File: src/rtl/bpsk_symbol_packer.sv
// Integrate-and-dump BPSK symbol slicer: sums SPS samples per symbol, slices on sign,
// and packs N two-bit symbol codes into one word offered over a valid/ready handshake.
module bpsk_symbol_packer #(
    parameter int N   = 8,
    parameter int SPS = 16,
    parameter int SW  = 12
) (
    input  logic                 clk,
    input  logic                 rst,
    input  logic signed [SW-1:0] sample_in,
    input  logic                 sample_valid,
    input  logic                 sync,
    output logic [2*N-1:0]       word_out,
    output logic                 word_valid,
    input  logic                 word_ready,
    output logic                 overflow
);

    localparam int CW  = $clog2(SPS);
    localparam int AW  = SW + CW;
    localparam int SCW = (N > 1) ? $clog2(N) : 1;

    typedef enum logic {ACCUM = 1'b0, HOLD = 1'b1} state_t;

    state_t           state_q, state_d;
    logic [AW-1:0]    acc_q, acc_d;
    logic [CW-1:0]    samp_cnt_q, samp_cnt_d;
    logic [SCW-1:0]   sym_cnt_q, sym_cnt_d;
    logic [2*N-1:0]   pack_q, pack_d;
    logic [2*N-1:0]   word_q, word_d;
    logic             overflow_q, overflow_d;

    logic [AW-1:0]    sample_ext_s;
    logic [AW-1:0]    sum_s;
    logic [1:0]       code_s;
    logic             sym_done_s;
    logic             word_done_s;
    logic             load_s;
    logic [2*N-1:0]   pack_full_s;

    // Symbol decision, pack-slot insert and next-state selection.
    always_comb begin
        sample_ext_s = {{CW{sample_in[SW-1]}}, sample_in};
        sum_s        = acc_q + sample_ext_s;
        code_s       = sum_s[AW-1] ? 2'b10 : 2'b01;
        // A sync pulse reframes, so a final sample coinciding with it starts a new symbol.
        sym_done_s   = sample_valid && !sync && (samp_cnt_q == CW'(SPS - 1));
        word_done_s  = sym_done_s && (sym_cnt_q == SCW'(N - 1));

        pack_full_s = pack_q;
        for (int k = 0; k < N; k++) begin
            if (sym_cnt_q == SCW'(k)) begin
                pack_full_s[2*k +: 2] = code_s;
            end else begin
                pack_full_s[2*k +: 2] = pack_q[2*k +: 2];
            end
        end

        acc_d      = acc_q;
        samp_cnt_d = samp_cnt_q;
        sym_cnt_d  = sym_cnt_q;
        pack_d     = pack_q;
        if (sync) begin
            acc_d      = sample_valid ? sample_ext_s : {AW{1'b0}};
            samp_cnt_d = sample_valid ? CW'(1) : {CW{1'b0}};
            sym_cnt_d  = {SCW{1'b0}};
            pack_d     = {(2*N){1'b0}};
        end else if (sample_valid) begin
            if (sym_done_s) begin
                acc_d      = {AW{1'b0}};
                samp_cnt_d = {CW{1'b0}};
                if (word_done_s) begin
                    sym_cnt_d = {SCW{1'b0}};
                    pack_d    = {(2*N){1'b0}};
                end else begin
                    sym_cnt_d = sym_cnt_q + SCW'(1);
                    pack_d    = pack_full_s;
                end
            end else begin
                acc_d      = sum_s;
                samp_cnt_d = samp_cnt_q + CW'(1);
            end
        end else begin
            acc_d = acc_q;
        end

        // Simultaneous hand-off lets a new word replace the one being taken.
        load_s     = word_done_s && ((state_q == ACCUM) || word_ready);
        overflow_d = word_done_s && (state_q == HOLD) && !word_ready;
        word_d     = load_s ? pack_full_s : word_q;

        state_d = state_q;
        case (state_q)
            ACCUM: begin
                if (load_s) begin
                    state_d = HOLD;
                end else begin
                    state_d = ACCUM;
                end
            end
            HOLD: begin
                if (load_s) begin
                    state_d = HOLD;
                end else if (word_ready) begin
                    state_d = ACCUM;
                end else begin
                    state_d = HOLD;
                end
            end
            default: state_d = ACCUM;
        endcase
    end

    // State and output registers.
    always_ff @(posedge clk or posedge rst) begin
        if (rst) begin
            state_q    <= ACCUM;
            acc_q      <= {AW{1'b0}};
            samp_cnt_q <= {CW{1'b0}};
            sym_cnt_q  <= {SCW{1'b0}};
            pack_q     <= {(2*N){1'b0}};
            word_q     <= {(2*N){1'b0}};
            overflow_q <= 1'b0;
        end else begin
            state_q    <= state_d;
            acc_q      <= acc_d;
            samp_cnt_q <= samp_cnt_d;
            sym_cnt_q  <= sym_cnt_d;
            pack_q     <= pack_d;
            word_q     <= word_d;
            overflow_q <= overflow_d;
        end
    end

    assign word_out   = word_q;
    assign word_valid = (state_q == HOLD);
    assign overflow   = overflow_q;

endmodule

File: config.mk
export PLATFORM = sky130hd
export DESIGN_NAME = bpsk_symbol_packer
export DESIGN_NICKNAME = d
export VERILOG_FILES = /design/src/rtl/bpsk_symbol_packer.sv
export SDC_FILE = /design/constraint.sdc
export NUM_CORES = 1
export LEC_CHECK = 0
export BUFFER_PORTS_ARGS = -buffer_cell sky130_fd_sc_hd__buf_2
export CELL_PAD_IN_SITES_DETAIL_PLACEMENT = 0
export CELL_PAD_IN_SITES_GLOBAL_PLACEMENT = 1
export CORE_AREA = 2 2 107 109
export DETAILED_ROUTE_END_ITERATION = 10
export DIE_AREA = 0 0 109 111
export GPL_ROUTABILITY_DRIVEN = 0
export PLACE_DENSITY_LB_ADDON = 0.2
export SLEW_MARGIN = 20
export SYNTH_ARGS = -nofsm -noshare
export SYNTH_HDL_FRONTEND = slang
export SYNTH_SLANG_ARGS = --single-unit
File: constraint.sdc
create_clock -name clk -period 5.01 [get_ports clk]
set_input_delay 0.501 -clock clk [delete_from_list [all_inputs] [get_ports clk]]
set_output_delay 0.501 -clock clk [all_outputs]
set_load 0.02 [all_outputs]
==> impl_metrics.ini <==
[pwr]
swShare = 0.339
pwr-share-clk = 0.313
switchingPower_mw = 0.399
p_per_area_nw_per_um2 = 318
ir_worst_vdd_mv = 0.154
leakage_nw = 1.73
pwr-share-comb = 0.276
seq_power_share = 0.411
p_int_mw = 0.776

[route]
drt_iter0_markers = 126
wirelength_um = 7990
wire_per_inst_um = 15.6
drt.antenna.violating_nets = 0
route.detailed.drc = 0
viasPerCell = 5.17
drtPass1Iterations = 4
vias = 2650

[layout]
instances_no_fill = 513
antenna-diode-count = 0
fin_nets = 409
finalInstanceArea_um2 = 3690
layout_common_cells = dfrtp_1 (55), a21oi_1 (41), buf_2 (34), nand2_1 (31), o21ai_1 (23)
final_common_cell = dfrtp_1
area_growth_pct = 14.1
layout-drive-gt1-share = 0.146

[timing]
hold_violations = 0
max_slew_margin = 0.327
clock_skew_ns = 0.00811
finalCritPeriodShare = 0.542
max_freq_mhz = 368
setup_ws_ns = 2.29
rsz0062_at_grt = no
final_max_slew_viol_count = 0
min_period_ns = 2.72
timing.hold.ws_ns = 0.394
finalSetupViolations = 0
tightest_slew_ns = 1.00
tns_ns = 0

[run]
cap_violations = 0

[floorplanning]
dieArea_um2 = 12100
io_pins = 35
die_y_um = 111
core-area_um2 = 11100
dieWidth_um = 109
start_util = 0.292
rows = 39

[placement]
dp_cells = 504
placement.cell_area_um2 = 3530
portBuffers = 34
pre_cts_slack_ns = 1.68
dp_hpwl_um = 5460

[clock_tree]
postCtsSetupBuffers = 0
cts_inserted_buffers = 5
path_clk_slew_ns = 0.08
clk_latency_ns = 0.30
cts_resized = 0
cts_tree = built
clock_path_buffers = 2
cts-root-buf = clkbuf_16
cts_hold_repair.buffers = 0
cts.sinks = 55
htree_levels = 2

[logic_synthesis]
syn_area_um2 = 3240
syn_inst = 340
yosys_register_bits = 55
avgSynthCellArea_um2 = 9.52
synthArstFlopShare = 1.00
synth-edff-count = 0
syn-num-nets = 380
synth_flop_cell = dfrtp_1
synth-seq-area-share = 0.425
yosys_warnings = 0
yosysUniqueCellTypes = 48

[global_route]
grt_max_degree = 56
grt_usage = 0.139
grt_pass1_vias = 2658
grt_first_pass_wirelength_um = 13400
antenna_found_initial = 0
grt-ovfl-total = 0

[critical_path]
worst_setup_path_start_kind = register
crit_type = reg2reg
end_kind = register
worstPathMaxFanout = 20
cp.arrival_ns = 2.92
worstPathRequired_ns = 5.21

[status]
outcome = finished clean

[hold_path]
hold_path.class = in2async
Yosys cell counts, types with 4 or more instances:
cell	n	area (µm²)
clkbuf_1	11	41.3
a32o_1	8	80.1
o31ai_1	5	37.5
or3_1	4	25.0
a21o_1	6	45.0
nand2_1	31	116
ha_1	22	275
inv_1	8	30.0
dfrtp_1	55	1380
a22oi_1	4	30.0
o21ai_0	18	90.1
o21ai_1	23	115
a211oi_1	4	30.0
xnor2_1	4	35.0
nor2_1	7	26.3
nand3_1	12	60.1
nor3_1	9	45.0
xor2_1	11	96.3
a21oi_1	41	205
and3_1	17	106
power by group through the flow:
stage | Sequential [mW] | Combinational [mW] | Clock [mW]
finish | 0.483 | 0.324 | 0.367
CTS | 0.483 | 0.328 | 0.381
global placement | 0.491 | 0.329 | 0
detailed placement | 0.491 | 0.326 | 0
floorplan | 0.488 | 0.264 | 0
global route | 0.486 | 0.372 | 0.399
worst paths after layout:
| kind | startpoint | end | slack [ns] | depth (start not counted) |
|---|---|---|---|---|
| min reg2reg | word_out[10] | word_out[10] | 0.48 | 2 |
| min in group clk | sample_in[2] | acc_q[2] | 0.42 | 3 |
| max reg2reg | samp_cnt_q[0] | word_out[8] | 2.29 | 7 |
| max in group asynchronous | rst | acc_q[7] | 4.10 | 3 |
| max | samp_cnt_q[0] | word_out[8] | 2.29 | 7 |
| min | rst | word_out[14] | 0.39 | 3 |
metrics by stage:
step	util	total power, mW
after floorplan	-	0.753
after global placement	0.319	0.820
after detailed placement	0.319	0.818
after CTS	0.332	1.19
after global routing	0.333	1.26
final	0.333	1.17
logic make-up after synthesis:
| family | count (synthesis) | share of synthesized area |
|---|---|---|
| buffers and inverters | 23 | 0.0305 |
| adder cells (fa/ha/maj) | 23 | 0.0912 |
| AND/OR/NAND/NOR | 95 | 0.150 |
| multiplexers | 1 | 0.00309 |
| XOR/XNOR | 17 | 0.0506 |
| flip-flops | 55 | 0.425 |
| AO/OA/AOI/OAI | 126 | 0.250 |
flip-flops by register name (all words and copies together) (netlist names):
signal	flops
acc_q	16
overflow	1
pack_q	14
samp_cnt_q	4
sym_cnt_q	3
word_out	16
word_valid	1
layout make-up:
cell class	instances	area (µm²)
fillers	1155	7380
multi-input cells	262	1760
flip-flops and latches	55	1380
repair buffers	36	189
well taps	143	179
clock buffers	5	125
inverters	9	33.8
clock inverters	3	27.5
metal layers:
metal / track usage / vias up / share of wire
met2: 0.223 / 48 / 0.48
li1: - / 1316 / -
met1: 0.192 / 1279 / 0.48
met4: 0.0376 / 0 / 0.0098
met3: 0.0259 / 7 / 0.035
met5: 0 / - / 0
critical path, cell delays in order, from the launching register on:
cell     delay, ns
dfrtp_1       0.39
ha_1          0.19
and4_1        0.64
nand2_1       0.21
nor3b_2       0.76
and3_1        0.29
a21oi_1       0.05
o31ai_1       0.08
No activity file was read; power rests on OpenSTA's default activity.
